--- src/rtl/chopper_sequencer.sv ---
// -----------------------------------------------------------------------------
// chopper_sequencer
//
// Per-coil current chopper. Walks the four H-bridge switches of one coil
// through drive (BLANK/ON), fast decay and slow decay. An all-off DEAD
// interval is inserted on every change of switch set. A sticky overcurrent
// fault is raised after FAULT_COUNT consecutive chop periods in which the
// comparator tripped on the very first cycle it was allowed to.
//
// Ports
//   clk                         system clock
//   reset                       asynchronous, active-high reset
//   enable                      coil enable
//   polarity                    0: drive h1+l2, 1: drive h2+l1
//   analog_cmp                  asynchronous comparator, 1 = current >= target
//   config_offtime[9:0]         decay period length in cycles
//   config_blanktime[7:0]       comparator blanking after drive start
//   config_fastdecay_threshold  decay-counter value where fast decay ends
//   config_minimum_on_time      minimum drive cycles before comparator counts
//   config_invert_highside      invert h gates at the pins
//   config_invert_lowside       invert l gates at the pins
//   phase_1_h/_l, phase_2_h/_l  bridge gate drives (registered)
//   chop_state[2:0]             IDLE=0 DEAD=1 BLANK=2 ON=3 FAST=4 SLOW=5
//   fault                       sticky overcurrent fault
// -----------------------------------------------------------------------------
module chopper_sequencer #(
    parameter int DEADTIME    = 4,
    parameter int FAULT_COUNT = 8
) (
    input  logic       clk,
    input  logic       reset,
    input  logic       enable,
    input  logic       polarity,
    input  logic       analog_cmp,
    input  logic [9:0] config_offtime,
    input  logic [7:0] config_blanktime,
    input  logic [9:0] config_fastdecay_threshold,
    input  logic [7:0] config_minimum_on_time,
    input  logic       config_invert_highside,
    input  logic       config_invert_lowside,
    output logic       phase_1_h,
    output logic       phase_1_l,
    output logic       phase_2_h,
    output logic       phase_2_l,
    output logic [2:0] chop_state,
    output logic       fault
);

    localparam int              FC_W        = $clog2(FAULT_COUNT + 1);
    localparam logic [7:0]      DEAD_LAST   = 8'(DEADTIME - 1);
    localparam logic [FC_W:0]   FAULT_LIMIT = (FC_W + 1)'(FAULT_COUNT);

    typedef enum logic [2:0] {
        ST_IDLE  = 3'd0,
        ST_DEAD  = 3'd1,
        ST_BLANK = 3'd2,
        ST_ON    = 3'd3,
        ST_FAST  = 3'd4,
        ST_SLOW  = 3'd5
    } state_t;

    // Gate vector bit order: [0]=h1 [1]=l1 [2]=h2 [3]=l2
    function automatic logic [3:0] gate_set(input state_t s, input logic pol);
        logic [3:0] g;
        g = 4'b0000;
        case (s)
            ST_BLANK, ST_ON: g = pol ? 4'b0110 : 4'b1001;
            ST_FAST:         g = pol ? 4'b1001 : 4'b0110;
            ST_SLOW:         g = 4'b1010;
            default:         g = 4'b0000;
        endcase
        return g;
    endfunction

    state_t            state_reg, state_next;
    state_t            dead_target_reg, dead_target_next;
    logic [7:0]        dead_cnt_reg, dead_cnt_next;
    logic [7:0]        on_cnt_reg, on_cnt_next;
    logic [9:0]        dcnt_reg, dcnt_next;
    logic [FC_W-1:0]   fault_cnt_reg, fault_cnt_next;
    logic              fault_reg, fault_next;
    logic              drv_pol_reg, drv_pol_next;
    logic [1:0]        cmp_sync_reg;
    logic              cmp_s;
    logic [3:0]        gate_reg, gate_next;
    logic [3:0]        invert_mask, pin;

    logic [7:0]        blank_floor, qual_point, on_cnt_inc;
    logic [9:0]        dcnt_dec;
    logic              blank_done, fast_done, slow_done, fault_trip;
    state_t            decay_target;

    // Two-flop synchroniser for the asynchronous comparator
    always_ff @(posedge clk or posedge reset) begin
        if (reset) begin
            cmp_sync_reg <= 2'b00;
        end else begin
            cmp_sync_reg <= {cmp_sync_reg[0], analog_cmp};
        end
    end
    assign cmp_s = cmp_sync_reg[1];

    // The first ON cycle always has on_cnt >= 1 (BLANK lasts at least one
    // cycle), so the first qualified cycle is floored at 1.
    assign blank_floor  = (config_blanktime == 8'd0) ? 8'd1 : config_blanktime;
    assign qual_point   = (config_minimum_on_time > blank_floor) ? config_minimum_on_time : blank_floor;
    assign on_cnt_inc   = (on_cnt_reg == 8'hFF) ? 8'hFF : on_cnt_reg + 8'd1;
    assign dcnt_dec     = (dcnt_reg == 10'd0) ? 10'd0 : dcnt_reg - 10'd1;
    assign blank_done   = ({1'b0, on_cnt_reg} + 9'd1) >= {1'b0, config_blanktime};
    // Fast decay ends on the cycle whose decrement lands on the threshold
    assign fast_done    = {1'b0, dcnt_reg} <= ({1'b0, config_fastdecay_threshold} + 11'd1);
    assign slow_done    = dcnt_reg <= 10'd1;
    assign fault_trip   = ({1'b0, fault_cnt_reg} + (FC_W + 1)'(1)) >= FAULT_LIMIT;
    assign decay_target = (config_fastdecay_threshold >= config_offtime) ? ST_SLOW : ST_FAST;

    always_comb begin
        state_next       = state_reg;
        dead_target_next = dead_target_reg;
        dead_cnt_next    = dead_cnt_reg;
        on_cnt_next      = on_cnt_reg;
        dcnt_next        = dcnt_reg;
        fault_cnt_next   = fault_cnt_reg;
        fault_next       = fault_reg;
        drv_pol_next     = drv_pol_reg;

        if (!enable) begin
            // Disable overrides everything and clears the fault history
            fault_next     = 1'b0;
            fault_cnt_next = '0;
            case (state_reg)
                ST_IDLE: state_next = ST_IDLE;
                ST_DEAD: begin
                    dead_target_next = ST_IDLE;
                    if (dead_cnt_reg == DEAD_LAST) begin
                        state_next = ST_IDLE;
                    end else begin
                        dead_cnt_next = dead_cnt_reg + 8'd1;
                    end
                end
                default: begin
                    state_next       = ST_DEAD;
                    dead_cnt_next    = 8'd0;
                    dead_target_next = ST_IDLE;
                end
            endcase
        end else begin
            case (state_reg)
                ST_IDLE: begin
                    if (!fault_reg) begin
                        state_next   = ST_BLANK;
                        on_cnt_next  = 8'd0;
                        drv_pol_next = polarity;
                    end
                end
                ST_DEAD: begin
                    // dcnt is deliberately left untouched here
                    if (dead_cnt_reg == DEAD_LAST) begin
                        state_next = dead_target_reg;
                        if (dead_target_reg == ST_BLANK) begin
                            on_cnt_next  = 8'd0;
                            drv_pol_next = polarity;
                        end
                    end else begin
                        dead_cnt_next = dead_cnt_reg + 8'd1;
                    end
                end
                ST_BLANK: begin
                    on_cnt_next = on_cnt_inc;
                    if (blank_done) begin
                        state_next = ST_ON;
                    end
                end
                ST_ON: begin
                    on_cnt_next = on_cnt_inc;
                    if (polarity != drv_pol_reg) begin
                        state_next       = ST_DEAD;
                        dead_cnt_next    = 8'd0;
                        dead_target_next = ST_BLANK;
                        fault_cnt_next   = '0;
                    end else if (cmp_s && (on_cnt_reg >= config_minimum_on_time)) begin
                        state_next       = ST_DEAD;
                        dead_cnt_next    = 8'd0;
                        dead_target_next = decay_target;
                        dcnt_next        = config_offtime;
                        if (on_cnt_reg == qual_point) begin
                            if (fault_trip) begin
                                fault_next       = 1'b1;
                                fault_cnt_next   = FAULT_LIMIT[FC_W-1:0];
                                dead_target_next = ST_IDLE;
                            end else begin
                                fault_cnt_next = fault_cnt_reg + FC_W'(1);
                            end
                        end else begin
                            fault_cnt_next = '0;
                        end
                    end
                end
                ST_FAST: begin
                    dcnt_next = dcnt_dec;
                    if (fast_done) begin
                        state_next       = ST_DEAD;
                        dead_cnt_next    = 8'd0;
                        dead_target_next = ST_SLOW;
                    end
                end
                ST_SLOW: begin
                    dcnt_next = dcnt_dec;
                    if (slow_done) begin
                        state_next       = ST_DEAD;
                        dead_cnt_next    = 8'd0;
                        dead_target_next = ST_BLANK;
                    end
                end
                default: state_next = ST_IDLE;
            endcase
        end
    end

    // Gates are computed from the next state so they change on the same
    // edge as chop_state.
    assign gate_next = gate_set(state_next, drv_pol_next);

    always_ff @(posedge clk or posedge reset) begin
        if (reset) begin
            state_reg       <= ST_IDLE;
            dead_target_reg <= ST_IDLE;
            dead_cnt_reg    <= 8'd0;
            on_cnt_reg      <= 8'd0;
            dcnt_reg        <= 10'd0;
            fault_cnt_reg   <= '0;
            fault_reg       <= 1'b0;
            drv_pol_reg     <= 1'b0;
            gate_reg        <= 4'b0000;
        end else begin
            state_reg       <= state_next;
            dead_target_reg <= dead_target_next;
            dead_cnt_reg    <= dead_cnt_next;
            on_cnt_reg      <= on_cnt_next;
            dcnt_reg        <= dcnt_next;
            fault_cnt_reg   <= fault_cnt_next;
            fault_reg       <= fault_next;
            drv_pol_reg     <= drv_pol_next;
            gate_reg        <= gate_next;
        end
    end

    // Pin polarity is static board configuration, applied after the gate
    // register so that reset drives the inactive level of each pin.
    assign invert_mask = {config_invert_lowside, config_invert_highside,
                          config_invert_lowside, config_invert_highside};

    generate
        for (genvar gi = 0; gi < 4; gi++) begin : g_pin
            assign pin[gi] = gate_reg[gi] ^ invert_mask[gi];
        end
    endgenerate

    assign phase_1_h  = pin[0];
    assign phase_1_l  = pin[1];
    assign phase_2_h  = pin[2];
    assign phase_2_l  = pin[3];
    assign chop_state = state_reg;
    assign fault      = fault_reg;

endmodule

--- config.mk ---
export PLATFORM = sky130hd
export DESIGN_NAME = chopper_sequencer
export DESIGN_NICKNAME = d
export VERILOG_FILES = /design/src/rtl/chopper_sequencer.sv
export SDC_FILE = /design/constraint.sdc
export NUM_CORES = 1
export LEC_CHECK = 0
export CORE_ASPECT_RATIO = 1.75
export CORE_MARGIN = 3
export CORE_UTILIZATION = 61
export CTS_CLUSTER_SIZE = 12
export DETAILED_ROUTE_END_ITERATION = 10
export PLACE_DENSITY = 0.94
export SYNTH_ARGS = -nofsm -noshare
export SYNTH_HDL_FRONTEND = slang
export SYNTH_SLANG_ARGS = --single-unit
--- constraint.sdc ---
create_clock -name clk -period 8 [get_ports clk]
set_clock_uncertainty 0.15 [all_clocks]
set_input_delay 0.8 -clock clk [delete_from_list [all_inputs] [get_ports clk]]
set_output_delay 0.8 -clock clk [all_outputs]
set_load 0.05 [all_outputs]
# Word-level counts from Yosys, hierarchy flattened

Index checks and enable logic that the tools add are counted.

Register bits after elaboration: 44
Output and inout port bits: 8
Word-level logic and storage cells: 134

$lt $le $gt $ge: 7
Bitwise operators: 4
Equality and inequality tests: 31
Muxes and demuxes: 60
Reduce and logical (&&, ||, !) cells: 15
Add/subtract/negate cells: 7

Operators with widths:

| kind                                                            | number |
|---|---|
| two-way mux 8 bit                                               | 12 |
| two-way mux 3 bit                                               | 17 |
| two-way mux 4 bit                                               | 8 |
| case mux 8 bit (4 select lines)                                 | 1 |
| two-way mux 10 bit                                              | 3 |
| case mux 8 bit (3 select lines)                                 | 1 |
| case mux 10 bit (2 select lines)                                | 1 |
| AND reduction 5 bit                                             | 4 |
| case mux 3 bit (6 select lines)                                 | 1 |
| adder 8 x 1 -> 8 bit, second input constant                     | 2 |
| case mux 8 bit (2 select lines)                                 | 1 |
| == test 3 x 2 -> 1 bit, second input constant                   | 5 |
| != test 2 bit, second input constant                            | 7 |
| == test 3 bit, second input constant                            | 4 |
| case mux 4 bit (3 select lines)                                 | 1 |
| adder 10 x 1 -> 11 bit, second input constant                   | 1 |
| less-or-equal comparator 10 x 11 -> 1 bit                       | 1 |
| two-way mux 1 bit                                               | 11 |
| >= comparator 10 bit                                            | 1 |
| less-or-equal comparator 10 x 1 -> 1 bit, second input constant | 1 |
| logical NOT 10 bit                                              | 1 |
| subtractor 10 x 1 -> 10 bit, second input constant              | 1 |
| adder 8 x 1 -> 9 bit, second input constant                     | 1 |
| >= comparator 9 x 8 -> 1 bit                                    | 1 |
| other kinds (28)                                                | 37 |

# Depth between registers and ports, before layout

Gate-level depths: netlist of run 1.

Word-level depth: 10
Depth in mapped cells: 14
Mapped depth without buffers: 14

# Worst setup path after synthesis of run 1

No wires, ideal clock.

Path type: input to register
Start point: in config_fastdecay_threshold[0]
End point: reg dead_target_reg[1]
Slack: 4430 ps
Data arrival time: 3285 ps
Stages on the path: 11
Data required time: 7715 ps
Buffers on the path: 0
Library setup time: 135 ps
Cells stage by stage: ha_1 nand3_1 or2_2 xor2_1 ha_1 nand4_1 a211o_1 o211a_1 or4_4 a311oi_4 o21ai_0

Cells in the longest elaborated chain, start to end: 4

Ends and longest elaborated chain:

| element                                   | line | source |
|---|---|---|
| start, declared                           | 37   | `input logic [9:0] config_fastdecay_threshold,` |
| adder 10 x 1 -> 11 bit                    | 111  | `assign fast_done = {1'b0, dcnt_reg} <= ({1'b0, config_fastdecay_threshold} + 11'd1);` |
| less-or-equal comparator 10 x 11 -> 1 bit | 111  |  |
| != test 3 bit (no source line)            | n/a  |  |
| AND reduction 5 bit (no source line)      | n/a  |  |
| end signal, assigned                      | 236  | `dead_target_reg <= dead_target_next;` |
| end, declared                             | 76   | `state_t dead_target_reg, dead_target_next;` |

No other way between the ends.
A chain may end at the register's enable or synchronous reset.

# Worst setup path after layout of run 1

Start point: in config_fastdecay_threshold[1]
End point: reg dead_cnt_reg[7]

Cells in the longest elaborated chain, start to end: 4

Ends and longest elaborated chain:

| element                                   | line | source |
|---|---|---|
| adder 10 x 1 -> 11 bit                    | 111  |  |
| less-or-equal comparator 10 x 11 -> 1 bit | 111  |  |
| != test 3 bit (no source line)            | n/a  |  |
| AND reduction 5 bit (no source line)      | n/a  |  |
| end signal, assigned                      | 237  | `dead_cnt_reg <= dead_cnt_next;` |
| end, declared                             | 77   | `logic [7:0] dead_cnt_reg, dead_cnt_next;` |

No other way between the ends.

==> flow_metrics.env, run 1 <==
export IMPL_synthTopCellsByCount="51 x ha_1, 46 x inv_1, 46 x o21ai_0"
export IMPL_grt_start_max_net_pins=45
export IMPL_vias_per_cell=6.37
export IMPL_grt_pass1_vias=4038
export IMPL_cts_buffers_inserted=5
export IMPL_synth_nets=580
export IMPL_antenna_found_initial=0
export IMPL_path_clk_slew_ns=0.08
export IMPL_hp_class="reg2reg"
export IMPL_htree_levels=2
export IMPL_cts_tree="done"
export IMPL_synth_cell_types=63
export IMPL_dp_hpwl_mm=8.76
export IMPL_num_fill_cells=490
export IMPL_start_util_pct=64.0
export IMPL_synth_area_leaders="dfrtp_1 27%, ha_1 16%, o21ai_0 5.7%"
export IMPL_endpoint="dead_cnt_reg[7]$_DFFE_PP0P_"
export IMPL_die_w_um=67.3
export IMPL_layout_drive_gt1_share_pct=3.97
export IMPL_final_hold_violation_count=0
export IMPL_detailedRoute_firstPassIterationCount=5
export IMPL_syn_inst=486
export IMPL_setup_viol=0
export IMPL_grt_usage_pct=31.1
export IMPL_status="finished clean"
export IMPL_synth_flop_cell="dfrtp_1"
export IMPL_fin_crit_sh_pct=50.5
export IMPL_max_slew_margin_rel_pct=26.2
export IMPL_die_area_mm2=0.00763
export IMPL_rsz0062_at_grt="no"
export IMPL_drt_iter0_drc=176
export IMPL_startpoint="config_fastdecay_threshold[1]"
export IMPL_io_buffers=50
export IMPL_crit_required_ns=8.03
export IMPL_grt_pass1_wl_mm=18.2
export IMPL_finalWirelength_mm=10.8
export IMPL_yosysMostFrequentCell="ha_1"
export IMPL_grt_busiest_layer="met2"
export IMPL_hold_buffers=0
export IMPL_yosysTopAreaCell="dfrtp_1"
export IMPL_fin_setup_tns_ns=0
export IMPL_rows=38
export IMPL_routabilityCongestion=1.01
export IMPL_worstSetupEndpointType="flip-flop"
export IMPL_ys_ff_latch=44
export IMPL_syn_to_final_growth_pct=16.1
export IMPL_timing_fmax_mhz=248
export IMPL_worst_ir_drop_vdd_uv=136
export IMPL_cap_violations=0
export IMPL_cts_root_buf="clkbuf_8"
export IMPL_io_pins=51
export IMPL_cts_resized_gates=0
export IMPL_p_leak_nw=2.18
export IMPL_grt_use_met1_pct=29.8
export IMPL_hold_depth=0
export IMPL_r2r_start="on_cnt_reg[0]$_DFFE_PP0P_"
export IMPL_worst_path_max_fanout=9
export IMPL_synth_top_cell_area_share_pct=27.4
export IMPL_power_density_mw_per_mm2=189
export IMPL_rr_endpoint="dcnt_reg[6]$_DFFE_PP0P_"
export IMPL_core_area_mm2=0.00628
export IMPL_finalMaxSlewViolations=0
export IMPL_insertion_delay_ns=0.31
export IMPL_synth_edf_count=0
export IMPL_seq_area_frac_synth_pct=27.4
export IMPL_worstPathArrival_ns=4.07
export IMPL_die_h_um=113
export IMPL_wire_per_inst_um=17.7
export IMPL_ant_nets=0
export IMPL_syn_area_mm2=0.00402
export IMPL_reg2reg_slack_ns=4.35
export IMPL_tightest_slew_ns=1.10
export IMPL_drc=0
export IMPL_min_period_ns=4.04
export IMPL_clk_path_buf_depth=2
export IMPL_finalNetCount=622
export IMPL_worst_r2r_cell_count=9
export IMPL_largest_reg_flops=10
export IMPL_synth_avg_cell_area_um2=8.26
export IMPL_synth_async_reset_ratio_pct=100
export IMPL_diodes=0
export IMPL_cp_start_kind="primary input"
export IMPL_use_met2_pct=56.4
export IMPL_ys_warn_count=0
export IMPL_met3_usage_pct=4.47
export IMPL_post_cts_buffers=0
export IMPL_grt_overflow_total=0
export IMPL_clkSinkCount=44
export IMPL_num_vias=3878
export IMPL_critical_path_class="in2reg"
export IMPL_power_mw=0.882
[per-stage QoR]
stage	hold slack (ns)	cell area (um^2)	worst slack (ns)	cells	util, %
global placement	0.189	4560	3.75	601	72.6
global route	0.226	4660	3.68	609	74.3
finish	0.205	4660	3.96	609	74.3
CTS	0.208	4660	3.96	609	74.3
floorplan	0.181	4020	4.43	486	-
detailed placement	0.189	4560	3.61	601	72.6
[logic make-up (layout without fill, tap and decap cells)]
kind of cell	Yosys count	count (layout)	share of synthesized area, %
AO/OA/AOI/OAI	140	140	23.1
XOR/XNOR	33	33	7.20
adder cells (fa/ha/maj)	51	51	15.9
buffers and inverters	62	105	5.98
flip-flops	44	44	27.4
multiplexers	6	6	1.56
AND/OR/NAND/NOR	150	150	18.8
[report_power, final]
group | internal, mW | switching, mW
clock network | 0.0927 | 0.0774
logic | 0.158 | 0.235
registers | 0.259 | 0.0605
[layout by cell type (no fill, tap or decap), types with 4 or more instances in the layout]
cell type,count
nand2b_1,6
xnor2_1,15
nor2b_1,4
o21a_1,4
xor2_1,18
o211ai_1,7
inv_1,45
mux2i_1,4
a22oi_1,6
dfrtp_1,44
nand3_1,19
clkbuf_8,5
a21oi_1,31
ha_1,51
and2_1,6
a32oi_1,4
clkdlybuf4s50_1,50
nor2_1,30
o21ai_0,46
nor4_1,6
a21o_1,8
nand4_1,7
nor3_1,13
nand2_1,40
[area by class of cell]
cell class	instances	area, um^2	area share, %
Sequential cell	44	1100	23.6
Multi-Input combinational cell	380	2670	57.3
Inverter	46	173	3.70
Clock buffer	6	72.6	1.56
Timing Repair Buffer	51	508	10.9
Tap cell	80	100	2.15
Clock inverter	2	35.0	0.751
[routing by layer]
metal | vias to the layer above | routed length, um | part of all wire [%]
met3 | 45 | 407 | 3.8
met2 | 132 | 6100 | 57
met1 | 1847 | 3580 | 33
li1 | 1854 | - | -
met5 | - | 0 | 0
met4 | 0 | 671 | 6.2
[worst max-delay path, cell delays in order]
cell             delay (ns)
clkdlybuf4s50_1        0.51
ha_1                   0.23
nand3_1                0.11
or2_2                  0.31
nor2_1                 0.14
xnor2_1                0.13
ha_1                   0.26
nand3_1                0.14
nor3_1                 0.08
or4_1                  0.39
o22a_2                 0.24
a21oi_2                0.38
nor3_1                 0.13
xnor2_1                0.16
nor2_1                 0.05
[how the worst min path moves through the flow]
stage                              start                        end  slack, ns
2_1_floorplan  cmp_sync_reg[0]$_DFF_PP0_  cmp_sync_reg[1]$_DFF_PP0_       0.18
3_3_place_gp   cmp_sync_reg[0]$_DFF_PP0_  cmp_sync_reg[1]$_DFF_PP0_       0.19
3_5_place_dp   cmp_sync_reg[0]$_DFF_PP0_  cmp_sync_reg[1]$_DFF_PP0_       0.19
4_1_cts        cmp_sync_reg[0]$_DFF_PP0_  cmp_sync_reg[1]$_DFF_PP0_       0.21
5_1_grt        cmp_sync_reg[0]$_DFF_PP0_  cmp_sync_reg[1]$_DFF_PP0_       0.23
6_report       cmp_sync_reg[0]$_DFF_PP0_  cmp_sync_reg[1]$_DFF_PP0_       0.21
Power figures use the tool's default switching activity.
==> inputs of run 2 (changes only) <==
- CORE_UTILIZATION: 61 -> 57
- PLACE_DENSITY: 0.94 -> 0.89
- clock period: 8 -> 3.95 ns (I/O delays scaled with it)
==> flow_metrics.env, run 2 (synthesis gave the netlist of run 1 again) <==
export IMPL_setup_viol=0
export IMPL_status="finished clean"
export IMPL_design_area_mm2=0.00476
export IMPL_place_inst=608
export IMPL_worst_ir_drop_vdd_uv=208
export IMPL_fin_crit_sh_pct=91.7
export IMPL_internal_power_mw=1.15
export IMPL_start_util_pct=60.1
export IMPL_cp_common_cell="ha_1"
export IMPL_finalWirelength_mm=11.1
export IMPL_die_h_um=117
export IMPL_worstPathArrival_ns=3.63
export IMPL_path_clk_slew_ns=0.06
export IMPL_diodes=0
export IMPL_min_period_ns=3.62
export IMPL_die_area_mm2=0.00813
export IMPL_rsz0062_at_grt="no"
export IMPL_wire_per_inst_um=18.0
export IMPL_cap_violations=0
export IMPL_slowest_stage="or4_4"
export IMPL_layout_drive_gt1_share_pct=4.87
export IMPL_power_density_mw_per_mm2=404
export IMPL_dpl_cell_area_mm2=0.00460
export IMPL_io_buffers=50
export IMPL_drt_iter0_drc=190
export IMPL_rows=39
export IMPL_insertion_delay_ns=0.29
export IMPL_ant_nets=0
export IMPL_crit_chain="clkdlybuf4s50_1 -> ha_1 -> nand3_1 -> or2_2 -> xor2_1 -> ha_1 -> nand4_1 -> a211o_1 -> o211a_1 -> or4_4 -> a41oi_2 -> nand2_1 -> nor2_1 -> o21ai_0"
export IMPL_dp_hpwl_mm=8.90
export IMPL_comb_power_share_pct=42.1
export IMPL_finalMaxSlewViolations=0
export IMPL_grt_usage_pct=28.7
export IMPL_post_cts_buffers=0
export IMPL_grt_pass1_wl_mm=18.5
export IMPL_antenna_found_initial=0
export IMPL_finalNetCount=627
export IMPL_cts_root_buf="clkbuf_16"
export IMPL_syn_to_final_growth_pct=18.5
export IMPL_io_pins=51
export IMPL_worstSetupEndpointType="flip-flop"
export IMPL_pwr_share_clk_pct=24.3
export IMPL_drc=0
export IMPL_worst_path_max_fanout=3
export IMPL_cp_start_kind="primary input"
export IMPL_clk_path_buf_depth=2
export IMPL_tightest_slew_ns=0.733
export IMPL_critical_path_class="in2reg"
export IMPL_slowest_delay_ns=0.54
export IMPL_hp_class="reg2reg"
export IMPL_num_vias=3891
export IMPL_hold_depth=0
export IMPL_clkSinkCount=44
export IMPL_crit_required_ns=3.96
export IMPL_reg2reg_slack_ns=0.51
export IMPL_holdWs_ns=0.200
export IMPL_detailedRoute_firstPassIterationCount=5
export IMPL_final_cell_count_no_fill=616
export IMPL_fin_setup_tns_ns=0
export IMPL_timing_fmax_mhz=276
export IMPL_pwr_share_seq_pct=33.6
export IMPL_final_common_cell="ha_1"
export IMPL_routabilityCongestion=1.03
export IMPL_grt_pass1_vias=3924
export IMPL_hold_buffers=0
export IMPL_die_w_um=69.4
export IMPL_cts_tree="done"
export IMPL_cts_buffers_inserted=5
export IMPL_grt_overflow_total=0
export IMPL_final_hold_violation_count=0
export IMPL_p_leak_nw=2.23
export IMPL_vias_per_cell=6.32
export IMPL_largest_reg_flops=10
export IMPL_worst_r2r_cell_count=12
export IMPL_htree_levels=2
export IMPL_p_sw_share_pct=40.2
export IMPL_p_switching_mw=0.774
export IMPL_core_area_mm2=0.00669
export IMPL_grt_start_max_net_pins=45
export IMPL_max_slew_margin_rel_pct=50.7
export IMPL_cts_resized_gates=0
export IMPL_layout_common_cells="51 x ha_1, 50 x clkdlybuf4s50_1, 46 x o21ai_0"
## run 2: worst max-delay path: cells and delay by family
kind	cells	cell delay (ns)
adders and majority gates	2	0.50
xor gates and xnor gates	1	0.15
buffers and inverters	1	0.50
and+or+nand+nor	6	1.34
AOI/OAI and AO/OA	4	0.73
## run 2: final timing paths
path                                                 to                     startpoint
setup / recovery                  gate_reg[3]$_DFF_PP0_  config_fastdecay_threshold[1]
hold / removal                cmp_sync_reg[1]$_DFF_PP0_      cmp_sync_reg[0]$_DFF_PP0_
setup reg to reg                  gate_reg[3]$_DFF_PP0_      on_cnt_reg[2]$_DFFE_PP0P_
hold reg to reg               cmp_sync_reg[1]$_DFF_PP0_      cmp_sync_reg[0]$_DFF_PP0_
max in group asynchronous  fault_cnt_reg[3]$_DFFE_PP0P_                          reset
min in group asynchronous     cmp_sync_reg[0]$_DFF_PP0_                          reset
## run 2: layout make-up
class / instances / area [um^2]
fillers: 560 / 1930
flip-flops and latches: 44 / 1100
clock inverters: 2 / 35.0
well taps: 82 / 103
repair buffers: 56 / 546
multi-input cells: 380 / 2670
clock buffers: 6 / 129
inverters: 46 / 173
## run 2: power groups by stage
| stage | Clock, mW | Combinational [mW] | Sequential (mW) |
|---|---|---|---|
| 2_1_floorplan | 0 | 0.558 | 0.620 |
| 3_3_place_gp | 0 | 0.771 | 0.646 |
| 3_5_place_dp | 0 | 0.801 | 0.651 |
| 4_1_cts | 0.473 | 0.805 | 0.643 |
| 5_1_grt | 0.490 | 0.902 | 0.658 |
| 6_report | 0.467 | 0.810 | 0.647 |
## run 2: per-stage QoR
stage          worst slack (ns)  utilization, %  total power [mW]
3_3_place_gp              0.124            68.7              1.42
5_1_grt                   0.153            71.2              2.05
3_5_place_dp             0.0460            68.7              1.45
6_report                  0.329            71.2              1.92
4_1_cts                   0.344            71.2              1.92
2_1_floorplan             0.785               -              1.18
## run 2: metal layers
layer | wire, um | part of all wire (%) | track usage [%]
met1 | 3770 | 34 | 26.9
met2 | 6310 | 57 | 57.7
met3 | 414 | 3.7 | 3.68
met4 | 584 | 5.3 | 18.0
met5 | 0 | 0 | 0
==> inputs of run 3 (changes only) <==
- CORE_MARGIN: 3 -> unset
- CTS_CLUSTER_DIAMETER: unset -> 50
- GPL_ROUTABILITY_DRIVEN: unset -> 0
==> flow_metrics.env, run 3 (synthesis gave the netlist of run 1 again) <==
export IMPL_diodes=0
export IMPL_p_leak_nw=2.24
export IMPL_start_util_pct=58.6
export IMPL_die_h_um=113
export IMPL_grt_pass1_wl_mm=17.3
export IMPL_num_vias=3928
export IMPL_insertion_delay_ns=0.29
export IMPL_worstSetupEndpointType="flip-flop"
export IMPL_path_clk_slew_ns=0.07
export IMPL_fin_crit_sh_pct=93.1
export IMPL_crit_required_ns=4.00
export IMPL_die_w_um=65.4
export IMPL_drt_iter0_drc=208
export IMPL_layout_common_cells="51 x ha_1, 50 x clkdlybuf4s50_1, 46 x o21ai_0"
export IMPL_post_cts_buffers=0
export IMPL_ant_nets=0
export IMPL_grt_usage_pct=30.5
export IMPL_grt_overflow_total=0
export IMPL_design_area_mm2=0.00478
export IMPL_worst_ir_drop_vdd_uv=262
export IMPL_detailedRoute_firstPassIterationCount=5
export IMPL_drc=0
export IMPL_grt_pass1_vias=3933
export IMPL_power_density_mw_per_mm2=403
export IMPL_clk_path_buf_depth=2
export IMPL_layout_drive_gt1_share_pct=5.41
export IMPL_min_period_ns=3.68
export IMPL_die_area_mm2=0.00740
export IMPL_holdWs_ns=0.199
export IMPL_cts_buffers_inserted=5
export IMPL_final_common_cell="ha_1"
export IMPL_syn_to_final_growth_pct=19.1
export IMPL_cts_resized_gates=0
export IMPL_rsz0062_at_grt="no"
export IMPL_dpl_cell_area_mm2=0.00461
export IMPL_hp_class="reg2reg"
export IMPL_antenna_found_initial=0
export IMPL_final_hold_violation_count=0
export IMPL_finalMaxSlewViolations=0
export IMPL_rows=40
export IMPL_cp_start_kind="primary input"
export IMPL_cap_violations=0
export IMPL_cts_root_buf="clkbuf_16"
export IMPL_wire_per_inst_um=17.1
export IMPL_core_area_mm2=0.00686
export IMPL_critical_path_class="in2reg"
export IMPL_dp_hpwl_mm=8.39
export IMPL_io_pins=51
export IMPL_largest_reg_flops=10
export IMPL_cts_tree="done"
export IMPL_hold_buffers=0
export IMPL_max_slew_margin_rel_pct=49.4
export IMPL_timing_fmax_mhz=272
export IMPL_setup_viol=0
export IMPL_worst_path_max_fanout=4
export IMPL_clkSinkCount=44
export IMPL_power_mw=1.93
export IMPL_finalWirelength_mm=10.6
export IMPL_status="finished clean"
export IMPL_worstPathArrival_ns=3.73
export IMPL_io_buffers=50
export IMPL_tightest_slew_ns=0.752
export IMPL_vias_per_cell=6.34
export IMPL_finalNetCount=629
export IMPL_grt_start_max_net_pins=45
export IMPL_htree_levels=2
==> run 3: changes by cell type in the layout (fill, tap and decap cells not counted), sizes merged <==
| cell | delta |
|---|---|
| clkinvlp | +1 |
| clkbuf | -1 |
| buf | +2 |
==> run 3: report_power, final <==
group          switching [mW]  internal [mW]  leakage (nW)  total (mW)
combinational           0.482          0.328          1.57       0.810
clock                   0.182          0.297        0.0798       0.479
sequential              0.116          0.524         0.588       0.640
total                   0.779           1.15          2.24        1.93
==> run 3: final timing paths <==
check                      slack (ns)  cells past startpoint                     startpoint                              to
max                              0.27                     14  config_fastdecay_threshold[1]  dead_target_reg[1]$_DFFE_PP0P_
max in group asynchronous        2.86                      3                          reset         dcnt_reg[9]$_DFFE_PP0P_
min in group asynchronous        0.39                      3                          reset       cmp_sync_reg[0]$_DFF_PP0_
min                              0.20                      0      cmp_sync_reg[0]$_DFF_PP0_       cmp_sync_reg[1]$_DFF_PP0_
min reg2reg                      0.20                      0      cmp_sync_reg[0]$_DFF_PP0_       cmp_sync_reg[1]$_DFF_PP0_
max reg2reg                      0.54                     12      on_cnt_reg[2]$_DFFE_PP0P_           gate_reg[3]$_DFF_PP0_
==> run 3: area by class of cell <==
type	instances	area, um^2
Timing Repair Buffer	58	561
Tap cell	84	105
Clock inverter	3	42.5
Inverter	46	173
Clock buffer	5	125
Fill cell	525	2080
Sequential cell	44	1100
Multi-Input combinational cell	380	2670
==> run 3: metrics by stage <==
stage | instances | worst slack, ns | TNS [ns] | utilization (%)
floorplan | 486 | 0.785 | 0 | -
global placement | 612 | 0.164 | 0 | 67.3
detailed placement | 612 | -0.0285 | -0.0285 | 67.3
CTS | 620 | 0.272 | 0 | 69.7
global route | 620 | 0.0760 | 0 | 69.7
finish | 620 | 0.273 | 0 | 69.7
==> run 3: critical path: stages <==
cell and delay, ns:
clkdlybuf4s50_1 0.51, ha_1 0.18, nand3_1 0.11, or2_2 0.31, nor2_1 0.13, xnor2_1 0.09
ha_1 0.30, nand3_1 0.12, a211o_1 0.25, o211a_1 0.14, or4_4 0.55, a311oi_4 0.39
nand2_1 0.14, o21ai_0 0.11
==> run 3: per-layer routing <==
layer | up-vias | global-route usage [%] | part of all wire, %
met2 | 157 | 58.3 | 55
met5 | - | 0 | 0
li1 | 1869 | - | -
met1 | 1843 | 27.2 | 33
met4 | 0 | 23.5 | 7.4
met3 | 59 | 4.03 | 4.1
